[src/rtl/jogador_pkg.sv]
// Shared types and constants for the autonomous memory-game player.
// The new-element generator source depends on JOGADOR_LFSR_EN (see jogador_automatico).
package jogador_pkg;

    typedef enum logic [3:0] {
        OCIOSO         = 4'd0,
        INICIA         = 4'd1,
        ESPERA         = 4'd2,
        ACESO          = 4'd3,
        SILENCIO       = 4'd4,
        PRESSIONA      = 4'd5,
        SOLTA          = 4'd6,
        NOVO_PRESSIONA = 4'd7,
        NOVO_SOLTA     = 4'd8,
        FIM            = 4'd9
    } estado_t;

    localparam logic [3:0] LFSR_SEED = 4'b1001;
    localparam logic [3:0] ROT_RESET = 4'b0001;

    function automatic logic eh_one_hot(input logic [3:0] v);
        return (v != 4'b0000) && ((v & (v - 4'b0001)) == 4'b0000);
    endfunction

    // Fibonacci LFSR for x^4 + x^3 + 1.
    function automatic logic [3:0] lfsr_prox(input logic [3:0] s);
        return {s[2:0], s[3] ^ s[2]};
    endfunction

    function automatic logic [3:0] rot_prox(input logic [3:0] s);
        return {s[2:0], s[3]};
    endfunction

endpackage

[src/rtl/jogador_memoria.sv]
// Sequence store: synchronous write, asynchronous read, no reset.
module jogador_memoria #(
    parameter int unsigned DEPTH = 16,
    localparam int unsigned AW   = $clog2(DEPTH)
) (
    input  logic          clock,
    input  logic          we,
    input  logic [AW-1:0] addr_w,
    input  logic [AW-1:0] addr_r,
    input  logic [3:0]    din,
    output logic [3:0]    dout
);

    logic [3:0] mem_q [DEPTH];

    always_ff @(posedge clock) begin
        if (we) begin
            mem_q[addr_w] <= din;
        end
    end

    assign dout = mem_q[addr_r];

endmodule

[src/rtl/jogador_automatico.sv]
// Autonomous player: captures the game's leds sequence, replays it on botoes and appends a new element.
// Define JOGADOR_LFSR_EN to draw the new element from a 4-bit LFSR instead of a rotating one-hot.
module jogador_automatico
    import jogador_pkg::*;
#(
    parameter int unsigned DEPTH   = 16,
    parameter int unsigned T_PRESS = 1000,
    parameter int unsigned T_GAP   = 1000,
    parameter int unsigned T_QUIET = 5000
) (
    input  logic       clock,
    input  logic       reset,
    input  logic       iniciar,
    input  logic [3:0] leds,
    input  logic       ganhou,
    input  logic       perdeu,
    output logic       jogar,
    output logic [3:0] botoes,
    output logic       concluido,
    output logic       resultado,
    output logic       erro_captura,
    output logic [3:0] db_estado,
    output logic [3:0] db_tamanho
);

    localparam int unsigned AW    = $clog2(DEPTH);
    localparam int unsigned NW    = AW + 1;
    localparam int unsigned T_PG  = (T_PRESS > T_GAP) ? T_PRESS : T_GAP;
    localparam int unsigned T_MAX = (T_PG > T_QUIET) ? T_PG : T_QUIET;
    localparam int unsigned TW    = $clog2(T_MAX + 1);

    estado_t       estado_q;
    logic [NW-1:0] tamanho_q;
    logic [AW-1:0] idx_q;
    logic [TW-1:0] cnt_q;
    logic [3:0]    gen_q;
    logic          jogar_q;
    logic [3:0]    botoes_q;
    logic          concluido_q;
    logic          resultado_q;
    logic          erro_q;

    logic          fim_jogo_c;
    logic          captura_c;
    logic          cheio_c;
    logic          we_c;
    logic          ultimo_c;
    logic [AW-1:0] addr_r_c;
    logic [3:0]    dout_c;
    logic [3:0]    novo_c;
    logic [3:0]    gen_d;
    logic [3:0]    gen_reset_c;

`ifdef JOGADOR_LFSR_EN
    assign gen_reset_c = LFSR_SEED;
    assign gen_d       = lfsr_prox(gen_q);
    assign novo_c      = 4'b0001 << gen_q[1:0];
`else
    assign gen_reset_c = ROT_RESET;
    assign gen_d       = rot_prox(gen_q);
    assign novo_c      = gen_q;
`endif

    assign fim_jogo_c = (ganhou || perdeu) && (estado_q != OCIOSO) && (estado_q != FIM);
    assign captura_c  = ((estado_q == ESPERA) || (estado_q == SILENCIO)) && (leds != 4'b0000);
    assign cheio_c    = (tamanho_q == NW'(DEPTH));
    assign we_c       = captura_c && !cheio_c && !fim_jogo_c;
    assign ultimo_c   = (NW'(idx_q) == (tamanho_q - NW'(1)));
    // Look ahead to the element the next PRESSIONA will drive, so botoes is valid on entry.
    assign addr_r_c   = (estado_q == SOLTA) ? AW'(idx_q + AW'(1)) : '0;

    jogador_memoria #(
        .DEPTH (DEPTH)
    ) u_memoria (
        .clock  (clock),
        .we     (we_c),
        .addr_w (AW'(tamanho_q)),
        .addr_r (addr_r_c),
        .din    (leds),
        .dout   (dout_c)
    );

    always_ff @(posedge clock or posedge reset) begin
        if (reset) begin
            estado_q    <= OCIOSO;
            tamanho_q   <= '0;
            idx_q       <= '0;
            cnt_q       <= '0;
            gen_q       <= gen_reset_c;
            jogar_q     <= 1'b0;
            botoes_q    <= 4'b0000;
            concluido_q <= 1'b0;
            resultado_q <= 1'b0;
            erro_q      <= 1'b0;
        end else begin
            jogar_q <= 1'b0;
            if (fim_jogo_c) begin
                estado_q    <= FIM;
                resultado_q <= ganhou;
                concluido_q <= 1'b1;
                botoes_q    <= 4'b0000;
            end else begin
                unique case (estado_q)
                    OCIOSO, FIM: begin
                        if (iniciar) begin
                            estado_q    <= INICIA;
                            jogar_q     <= 1'b1;
                            concluido_q <= 1'b0;
                            erro_q      <= 1'b0;
                            tamanho_q   <= '0;
                        end
                    end
                    INICIA: begin
                        tamanho_q <= '0;
                        estado_q  <= ESPERA;
                    end
                    ESPERA, SILENCIO: begin
                        if (captura_c) begin
                            if (!cheio_c) begin
                                tamanho_q <= tamanho_q + NW'(1);
                            end
                            if (cheio_c || !eh_one_hot(leds)) begin
                                erro_q <= 1'b1;
                            end
                            estado_q <= ACESO;
                        end else if (estado_q == SILENCIO) begin
                            // An empty capture never times out; it waits for the next leds event.
                            if (cnt_q == TW'(T_QUIET - 1)) begin
                                if (tamanho_q != '0) begin
                                    estado_q <= PRESSIONA;
                                    idx_q    <= '0;
                                    cnt_q    <= '0;
                                    botoes_q <= dout_c;
                                end
                            end else begin
                                cnt_q <= cnt_q + TW'(1);
                            end
                        end
                    end
                    ACESO: begin
                        if (leds == 4'b0000) begin
                            estado_q <= SILENCIO;
                            cnt_q    <= '0;
                        end
                    end
                    PRESSIONA, NOVO_PRESSIONA: begin
                        if (cnt_q == TW'(T_PRESS - 1)) begin
                            estado_q <= (estado_q == PRESSIONA) ? SOLTA : NOVO_SOLTA;
                            botoes_q <= 4'b0000;
                            cnt_q    <= '0;
                        end else begin
                            cnt_q <= cnt_q + TW'(1);
                        end
                    end
                    SOLTA: begin
                        if (cnt_q == TW'(T_GAP - 1)) begin
                            cnt_q <= '0;
                            if (ultimo_c) begin
                                estado_q <= NOVO_PRESSIONA;
                                botoes_q <= novo_c;
                            end else begin
                                estado_q <= PRESSIONA;
                                idx_q    <= idx_q + AW'(1);
                                botoes_q <= dout_c;
                            end
                        end else begin
                            cnt_q <= cnt_q + TW'(1);
                        end
                    end
                    NOVO_SOLTA: begin
                        if (cnt_q == TW'(T_GAP - 1)) begin
                            cnt_q     <= '0;
                            gen_q     <= gen_d;
                            tamanho_q <= '0;
                            estado_q  <= ESPERA;
                        end else begin
                            cnt_q <= cnt_q + TW'(1);
                        end
                    end
                    default: begin
                        estado_q <= OCIOSO;
                        botoes_q <= 4'b0000;
                    end
                endcase
            end
        end
    end

    assign jogar        = jogar_q;
    assign botoes       = botoes_q;
    assign concluido    = concluido_q;
    assign resultado    = resultado_q;
    assign erro_captura = erro_q;
    assign db_estado    = 4'(estado_q);
    assign db_tamanho   = 4'(tamanho_q);

endmodule

[config.mk]
export PLATFORM = sky130hd
export DESIGN_NAME = jogador_automatico
export DESIGN_NICKNAME = d
export VERILOG_FILES = /design/src/rtl/jogador_pkg.sv /design/src/rtl/jogador_memoria.sv /design/src/rtl/jogador_automatico.sv
export SDC_FILE = /design/constraint.sdc
export NUM_CORES = 1
export LEC_CHECK = 0
export ABC_AREA = 1
export ABC_CLOCK_PERIOD_IN_PS = 2400
export BUFFER_PORTS_ARGS = -buffer_cell sky130_fd_sc_hd__buf_4
export CAP_MARGIN = 20
export CORE_MARGIN = 1.5
export CORE_UTILIZATION = 55
export DETAILED_ROUTE_END_ITERATION = 12
export MAX_ROUTING_LAYER = met4
export PLACE_DENSITY = 0.75
export SLEW_MARGIN = 20
export SYNTH_ARGS = -nofsm -noshare
export SYNTH_HDL_FRONTEND = slang
export SYNTH_SLANG_ARGS = --single-unit
[constraint.sdc]
create_clock -name clock -period 2.4 [get_ports clock]
set_clock_uncertainty 0.15 [all_clocks]
set_input_delay 0.24 -clock clock [delete_from_list [all_inputs] [get_ports clock]]
set_output_delay 0.24 -clock clock [all_outputs]
set_load 0.01 [all_outputs]
==> results of run 1 <==
repair_timing:
action / in CTS / in global routing
resized for setup: 1 / 9
cloned: 0 / 0
pin swaps: 0 / 2
buffers inserted: 0 / 3
endpoints found under the setup margin: 3 / 34
hold buffers: 3 / 0
endpoints found under the hold margin: 39 / 0
worst max-delay path: cells and delay by family, from the launching register on:
kind,cells,cell delay (ps)
DFF,1,420
and+or+nand+nor,8,1200
adders and majority gates,1,230
AOI/OAI and AO/OA,1,90
buffers and inverters,1,70
report_power, final:
part,switching (W),internal [W]
clock,0.000627,0.000389
sequential,0.000158,0.00203
combinational,0.00122,0.000667
total,0.00200,0.00308
cell families (layout without fill, tap and decap cells):
kind of cell	after synthesis	in the layout	share of synthesized area [%]
flops	102	102	54.37
mux	4	4	0.8520
compound gates	52	52	5.444
buf+inv	70	126	5.751
simple gates	357	357	30.01
xor+xnor	13	13	2.154
fa+ha+maj	6	6	1.420
layer usage:
layer / vias to the layer above / wire, microns / GRT usage (%)
met3: 26 / 859 / 4.022
met5: - / 0 / -
met4: 0 / 193 / 9.509
li1: 2126 / - / -
met2: 174 / 5862 / 40.68
met1: 2111 / 5533 / 37.17
synth_stat cells (2+ instances only):
| master | count | area, sq um |
|---|---|---|
| a21oi_1 | 15 | 75.07 |
| buf_2 | 12 | 60.06 |
| buf_4 | 5 | 37.54 |
| clkbuf_1 | 2 | 7.510 |
| dfrtp_1 | 37 | 925.9 |
| edfxtp_1 | 64 | 1922 |
| ha_1 | 6 | 75.07 |
| inv_1 | 40 | 150.1 |
| inv_2 | 9 | 33.78 |
| mux2_2 | 4 | 45.04 |
| nand2_1 | 165 | 619.3 |
| nand2_2 | 5 | 31.28 |
| nand3_1 | 75 | 375.4 |
| nand3_2 | 4 | 40.04 |
| nand3b_1 | 2 | 15.01 |
| nand4_1 | 15 | 93.84 |
| nor2_1 | 61 | 229.0 |
| nor2_2 | 5 | 31.28 |
| nor3_1 | 15 | 75.07 |
| nor3b_1 | 4 | 30.03 |
| o211ai_1 | 3 | 22.52 |
| o21ai_0 | 17 | 85.08 |
| o21ai_1 | 10 | 50.05 |
| o31ai_1 | 3 | 22.52 |
| or2_2 | 2 | 12.51 |
| xnor2_1 | 2 | 17.52 |
| xor2_1 | 11 | 96.34 |
cells in the final DEF (no fill, tap or decap), drive strengths merged:
cell | Yosys | final
nand2 | 170 | 170
nand3 | 79 | 79
nor2 | 67 | 67
edfxtp | 64 | 64
buf | 18 | 58
inv | 49 | 51
dfrtp | 37 | 37
o21ai | 28 | 28
a21oi | 16 | 16
nor3 | 16 | 16
nand4 | 15 | 15
xor2 | 11 | 11
clkbuf | 2 | 9
ha | 6 | 6
mux2 | 4 | 4
nor3b | 4 | 4
o211ai | 3 | 3
o31ai | 3 | 3
dlygate4sd3 | 0 | 3
clkinv | 1 | 3
or2 | 2 | 2
xnor2 | 2 | 2
nand3b | 2 | 2
clkinvlp | 0 | 2
o21a | 1 | 1
and3 | 1 | 1
nor4 | 1 | 1
a211oi | 1 | 1
dfstp | 1 | 1
layout make-up:
class	instances	area [sq um]	share of cell area (%)
Clock buffer	9	123.9	2.061
Clock inverter	6	57.56	0.9577
Inverter	50	187.7	3.123
Tap cell	129	161.4	2.686
Multi-Input combinational cell	432	2138	35.58
Timing Repair Buffer	61	465.4	7.745
Sequential cell	102	2875	47.85
registers in the layout, indices dropped and copies added (netlist names):
signal           flops
erro_captura         1
tamanho_q            5
idx_q                4
resultado            1
u_memoria.mem_q     64
botoes               4
concluido            1
gen_q                4
db_estado            4
cnt_q               13
jogar                1
path summary, 6_finish.rpt:
kind                                          to  slack (ps)  cells past startpoint
max                                     idx_q[0]         110                     11
min                        u_memoria.mem_q[7][3]          60                      1
max reg2reg                             idx_q[0]         110                     11
min reg2reg                            resultado         330                      2
max in group asynchronous           db_estado[2]        1340                      4
min in group asynchronous              cnt_q[10]         380                      4
per-stage QoR:
| stage | std cells | setup slack (ps) | area, sq um |
|---|---|---|---|
| after floorplan | 604 | 310.4 | 5286 |
| after global placement | 768 | 35.56 | 5744 |
| after detailed placement | 768 | 4.875 | 5744 |
| after CTS | 786 | 7.668 | 5961 |
| after global routing | 789 | -29.61 | 6010 |
| final | 789 | 112.7 | 6010 |
==> results.toml, run 1 <==
[timing]
clock.fmax_mhz = 437.2
tightest_slew_ps = 493.1
rsz0062_at_grt = "true"
timing.final.crit_share_pct = 95.30
hold_slack_ps = 60.50
hold_violations = 0
finalSetupViolCount = 0
setup_tns_ps = 0
relSlewSlack_pct = 67.13
period_minus_slack_ps = 2287
drv_slew = 0

[logic_synthesis]
syn_inst = 604
async_reset_ff_share_pct = 37.25
yosysWarnings = 0
netlist_area_sq_um = 5286
synth_edf_count = 64
ys_types = 38
synth.ff_latch_count = 102
ys.flop_type = "edfxtp_1"
syn_avg_cell_area_sq_um = 8.752
yosysSeqAreaShare_pct = 54.37
syn-num-nets = 619

[critical_path]
cp-end-kind = "flip-flop"
cpMostUsedCell = "nand2_1"
crit_fanout = 8
start_kind = "flip-flop"
cp.arrival_ps = 2380
required_ps = 2490
startpoint = "cnt_q[0]"
worst_path_max_delay_cell = "dfrtp_1"
critPathKind = "reg -> reg"
r2r_start = "cnt_q[0]"
cpPeakStageDelay_ps = 420
path_cells = "ha_2 -> nand2_1 -> nor2_1 -> inv_1 -> nor2_2 -> nand2_2 -> nand2_1 -> nand3_1 -> nand3b_1 -> nand2_1 -> o21ai_0"

[floorplanning]
rows = 35
core_area_sq_um = 9284
die-area_sq_um = 10210
pin_count = 25
die_x_microns = 101.0
initial_core_util_pct = 56.94
fp.dieH_microns = 101.0

[route]
drt_iter0_markers = 295
vias = 4437
drtPass1Iterations = 7
route.detailed.drc = 0
antenna_left = 0
wl_per_cell_microns = 15.78
wirelength_microns = 12450
avgViaCountPerCell = 5.624

[cells_and_area]
fin_util_pct = 64.73
syn_to_final_growth_pct = 13.68
diodes = 0
fin_nets = 671
drive_gt1_share_pct = 17.42
fillers = 804

[status]
status = "finished clean"

[pwr]
total_power_w = 0.005086
power_density_nw_per_um2 = 846.3
p_leak_nw = 2.602
vdd_drop_max_v = 0.0006372

[place]
place_congestion = 0.9392
dp_hpwl_microns = 9007
io_buffers = 24

[clock_network]
cts.clk_slew.worst_paths_ps = 110
h-tree-depth = 3
cts-root-buf = "clkbuf_8"
cts_tree = "done"
cts_buffers = 9
clk_latency_ps = 370
clkSinkCount = 102
clk_path_buf_depth = 2

[global_routing]
grt_start_max_net_pins = 39
grt_pass1_vias = 4169
gr-total-overflow = 0
antenna_found_initial = 0
grt_pass1_wl_microns = 20300
grt_usage_pct = 26.85

[flow_run]
maxCapViolCount = 0

[worst_hold_path]
hold_class = "in -> reg"
min_from = "leds[3]"
Power figures use the tool's default switching activity.
==> inputs of run 2 (changes only) <==
- ABC_AREA: 1 -> not set
- ABC_CLOCK_PERIOD_IN_PS: 2400 -> 2600
- clock period: 2.4 -> 2.6 ns (I/O delays scaled with it)
==> results.toml, run 2 <==
[floorplanning]
die_x_microns = 100.9
initial_core_util_pct = 56.78
fp.dieH_microns = 100.9
die-area_sq_um = 10180
rows = 35
pin_count = 25
core_area_sq_um = 9284

[timing]
hold_violations = 0
setup_tns_ps = 0
rsz0062_at_grt = "true"
tightest_slew_ps = 675.2
setup_ws_ps = 38.78
hold_slack_ps = 56.39
timing.final.crit_share_pct = 98.51
clock.fmax_mhz = 390.4
period_minus_slack_ps = 2561
finalSetupViolCount = 0
relSlewSlack_pct = 54.51
drv_slew = 0

[logic_synthesis]
syn-num-nets = 474
syn_inst = 459
yosys-top-cells-count = "edfxtp_1 (64), dfrtp_1 (37), nand2_1 (30)"
yosysSeqAreaShare_pct = 54.52
synth_most_common_cell = "edfxtp_1"
synth_area_leader_cell = "edfxtp_1"
synth_top_area_share_pct = 36.46
synth_edf_count = 64
synthTopCellsByArea = "edfxtp_1 (36%), dfrtp_1 (18%), o21ai_0 (2.7%), and3_1 (2.1%), mux2_2 (2.1%)"
ys.flop_type = "edfxtp_1"
synth.ff_latch_count = 102
yosysWarnings = 0
syn_avg_cell_area_sq_um = 11.48
async_reset_ff_share_pct = 37.25
ys_types = 73
netlist_area_sq_um = 5271

[route]
wl_per_cell_microns = 19.19
avgViaCountPerCell = 6.245
drt_iter0_markers = 366
antenna_left = 0
wirelength_microns = 12670
drtPass1Iterations = 5
vias = 4122
route.detailed.drc = 0

[global_routing]
grt_pass1_wl_microns = 20240
grt_usage_pct = 26.95
gr-total-overflow = 0
antenna_found_initial = 0
grt_start_max_net_pins = 39
grt_pass1_vias = 3921

[cells_and_area]
largest_reg_flops = 64
syn_to_final_growth_pct = 19.32
drive_gt1_share_pct = 29.00
diodes = 0
final_cell_mix = "buf_4 (82), edfxtp_1 (64), dfrtp_1 (36)"
design_area_sq_um = 6290
final_common_cell = "buf_4"
reg_top3 = "u_memoria.mem_q: 64 flops, cnt_q: 13 flops, tamanho_q: 5 flops"
regMostFlops = "u_memoria.mem_q"
fin_nets = 541

[clock_network]
cts_buffers = 9
h-tree-depth = 3
cts-root-buf = "clkbuf_8"
clk_path_buf_depth = 2
clkSinkCount = 102
cts.clk_slew.worst_paths_ps = 100
cts_tree = "done"
clk_latency_ps = 370

[critical_path]
critPathTopFamily = "simple AND/OR/NAND/NOR gates"
cp.arrival_ps = 2670
start_kind = "flip-flop"
path_buf_inv = 1
critPathKind = "reg -> reg"
required_ps = 2710
cpPeakStageDelay_ps = 430
cp-end-kind = "flip-flop"
path_cells = "nor4_2 -> and3_4 -> o2111ai_4 -> a221o_2 -> nor4_4 -> buf_4 -> mux2_4"
crit_fanout = 4
r2r_start = "cnt_q[4]"
timing.rr.end = "idx_q[3]"
worst_path_max_delay_cell = "a221o_2"
rr_worst_depth = 7
ff2ff_setup_slack_ps = 40

[place]
dp_hpwl_microns = 8875
io_buffers = 24
placed_area_sq_um = 5954
post-place-ws_ps = -37.33
place_congestion = 0.9925

[pwr]
vdd_drop_max_v = 0.0003425
power_density_nw_per_um2 = 721.9
total_power_w = 0.004540
p_leak_nw = 2.505

[worst_hold_path]
min_from = "perdeu"
hold_class = "in -> reg"
min_path_cells = 3
min_to = "resultado"

[flow_run]
maxCapViolCount = 0

[status]
status = "finished clean"
[run 2: cell types whose count changed in the layout (fill, tap and decap cells not counted), moves of 10 or more]
cell	before	now
mux2i_1	0	11
nand3_1	75	19
inv_1	40	11
buf_4	58	82
nor2b_1	0	12
nand4_1	15	3
and3_4	0	10
nor2_1	57	20
nand2_1	164	30
o21ai_0	17	27
[run 2: cell families (layout without fill, tap and decap cells)]
| logic type | count (synthesis) | in the layout | share of synthesized area, % |
|---|---|---|---|
| muxes | 25 | 25 | 5.934 |
| xor gates and xnor gates | 11 | 11 | 1.828 |
| DFF | 102 | 102 | 54.52 |
| AOI/OAI and AO/OA | 111 | 111 | 15.10 |
| buffers and inverters | 42 | 114 | 3.679 |
| and+or+nand+nor | 162 | 162 | 17.52 |
| adders and majority gates | 6 | 6 | 1.424 |
[run 2: power by group]
part           internal [W]  total, W  switching (W)
logic              0.000696   0.00160       0.000906
registers           0.00181   0.00189      0.0000803
clock network      0.000465   0.00105       0.000583
[run 2: repair_timing]
item,CTS,global route
hold buffers,2,0
resized for setup,7,7
setup buffers,2,4
endpoints found under the setup margin,18,74
pin swaps,5,3
hold endpoints to repair,38,0
[run 2: metal layers]
layer,up-vias,part of all wire [%],GRT usage (%)
met4,0,1.7,9.188
met5,-,0,-
met1,2014,43,36.29
met3,26,6.7,4.577
li1,1880,-,-
met2,202,49,41.89
[run 2: through the flow]
step,cells,utilization [%]
floorplan,459,-
global placement,636,64.14
detailed placement,636,64.14
CTS,656,67.10
global route,660,67.75
finish,660,67.75
[run 2: final cells by class]
type	instances	area, sq um
tap	129	161.4
clock buffer	10	127.6
timing repair buffer	86	675.6
fill	682	2994
inverter	12	45.04
clock inverter	6	76.32
sequential	102	2875
multi-input combinational	315	2328
[run 2: worst min-delay path, stage by stage]
cell and delay [ps]:
buf_4 120, nand2_1 50, a22o_1 110
[run 2: how the worst max path moves through the flow]
stage	start	endpoint	cells past startpoint
finish	cnt_q[4]	idx_q[3]	7
detailed placement	cnt_q[1]	idx_q[3]	7
CTS	cnt_q[4]	botoes[1]	6
floorplan	tamanho_q[0]	idx_q[1]	8
global route	cnt_q[4]	idx_q[3]	7
global placement	db_estado[1]	u_memoria.mem_q[15][0]	6
==> inputs of run 3 (changes only) <==
- ABC_CLOCK_PERIOD_IN_PS: 2600 -> 2100
- PLACE_DENSITY: 0.75 -> 0.77
- clock period: 2.6 -> 2.1 ns (I/O delays scaled with it)
==> results.toml, run 3 (synthesis gave the netlist of run 2 again) <==
[status]
status = "finished, violations left"
violations = "negative setup slack"

[flow_run]
maxCapViolCount = 0

[timing]
setup_ws_ps = -435.4
period_minus_slack_ps = 2535
tightest_slew_ps = 686.3
timing.final.crit_share_pct = 120.7
clock.fmax_mhz = 394.4
relSlewSlack_pct = 53.76
finalSetupViolCount = 98
rsz0062_at_grt = "true"
hold_slack_ps = 118.4
drv_slew = 0
hold_violations = 0

[place]
place_congestion = 0.8817
place_inst = 686
dp_hpwl_microns = 9391
io_buffers = 24
post-place-ws_ps = -490.4

[global_routing]
grt_usage_pct = 33.03
grt_start_max_net_pins = 39
grt_pass1_wl_microns = 24610
antenna_found_initial = 0
gr-total-overflow = 0
grt_pass1_vias = 4620

[route]
wl_per_cell_microns = 23.57
antenna_left = 0
route.detailed.drc = 0
drt_iter0_markers = 680
avgViaCountPerCell = 6.529
drtPass1Iterations = 8
wirelength_microns = 17370
vias = 4812

[pwr]
power_density_nw_per_um2 = 914.7
p_leak_nw = 3.066
cellInternalPower_w = 0.004252
clkPwrFrac_pct = 20.6
vdd_drop_max_v = 0.0004867
p_sw_w = 0.002537
combPwrFrac_pct = 44.7
pwr-share-seq_pct = 34.7
switching_share_pct = 37.36
total_power_w = 0.006789

[cells_and_area]
regMostFlops = "u_memoria.mem_q"
drive_gt1_share_pct = 48.03
multi_input_area_sq_um = 2803
fin_nets = 618
diodes = 0
fillers = 478
reg_top3 = "u_memoria.mem_q: 64 flops, cnt_q: 13 flops, tamanho_q: 5 flops"
final_cell_mix = "buf_4 (137), edfxtp_1 (64), dfrtp_1 (32)"
syn_to_final_growth_pct = 40.80
register_area_sq_um = 2880
final_common_cell = "buf_4"
layout.cells.non_filler = 737
largest_reg_flops = 64

[clock_network]
cts-root-buf = "clkbuf_8"
clk_latency_ps = 380
h-tree-depth = 3
cts_buffers = 9
clkSinkCount = 102
cts.clk_slew.worst_paths_ps = 120
clk_path_buf_depth = 2
cts_tree = "done"

[floorplanning]
rows = 35
initial_core_util_pct = 56.78
fp.dieH_microns = 100.9
die_x_microns = 100.9
pin_count = 25
die-area_sq_um = 10180
core_area_sq_um = 9284

[critical_path]
required_ps = 2060
start_kind = "flip-flop"
cp-end-kind = "flip-flop"
critPathKind = "reg -> reg"
crit_fanout = 6
cp.arrival_ps = 2500

[worst_hold_path]
hold_class = "in -> reg"
==> run 3: cell count changes in the layout (fill, tap and decap cells not counted), sizes merged <==
cell / change
clkbuf: -1
clkinv: +1
o211a: +1
buf: +74
nor2: +2
==> run 3: repair_timing <==
action / in CTS / in global routing
gates resized for setup: 86 / 42
gates cloned: 3 / 0
hold buffers: 2 / 0
endpoints found under the setup margin: 97 / 98
setup buffers: 19 / 14
pin swaps: 25 / 27
endpoints found under the hold margin: 38 / 0
==> run 3: power groups by stage <==
| stage | clock network (W) | registers, W | logic, W |
|---|---|---|---|
| after floorplan | 0 | 0.00239 | 0.00124 |
| after global placement | 0 | 0.00236 | 0.00206 |
| after detailed placement | 0 | 0.00236 | 0.00212 |
| after CTS | 0.00136 | 0.00233 | 0.00260 |
| after global routing | 0.00145 | 0.00237 | 0.00318 |
| final | 0.00140 | 0.00236 | 0.00304 |
==> run 3: worst paths after layout <==
kind | end | slack, ps | start | depth (start not counted)
hold reg to reg | concluido | 360 | concluido | 2
setup reg to reg | u_memoria.mem_q[6][1] | -440 | cnt_q[0] | 10
hold / removal | jogar | 120 | iniciar | 4
setup / recovery | u_memoria.mem_q[6][1] | -440 | cnt_q[0] | 10
min in group asynchronous | cnt_q[2] | 350 | reset | 4
max in group asynchronous | db_estado[1] | 1060 | reset | 4
==> run 3: per-layer routing <==
layer | vias to the layer above | GRT usage, % | part of all wire (%)
met5 | - | - | 0
met4 | 0 | 14.00 | 4.8
met3 | 90 | 4.369 | 7.4
met2 | 303 | 52.65 | 49
met1 | 2374 | 42.95 | 39
li1 | 2045 | - | -
==> run 3: worst max-delay path, cell delays in order (launching register included) <==
cell and delay (ps):
dfrtp_1 370, ha_2 190, and4_4 240, buf_4 130
nand4_1 180, buf_4 230, nand2b_4 70, o211ai_4 150
nor2_4 210, buf_12 130, and3_4 220
==> run 3: layout make-up <==
type                            instances  area share (%)
Clock buffer                            9           1.669
Clock inverter                          7           1.315
Inverter                               12          0.6069
Multi-Input combinational cell        318           37.76
Sequential cell                       102           38.81
Tap cell                              129           2.175
Timing Repair Buffer                  160           17.67
==> run 3: metrics by stage <==
stage	area, sq um	TNS [ps]	util [%]
after floorplan	5475	-33310	-
after global placement	6386	-26660	68.79
after detailed placement	6386	-30930	68.79
after CTS	7131	-21810	76.81
after global routing	7422	-45130	79.95
final	7422	-33720	79.95
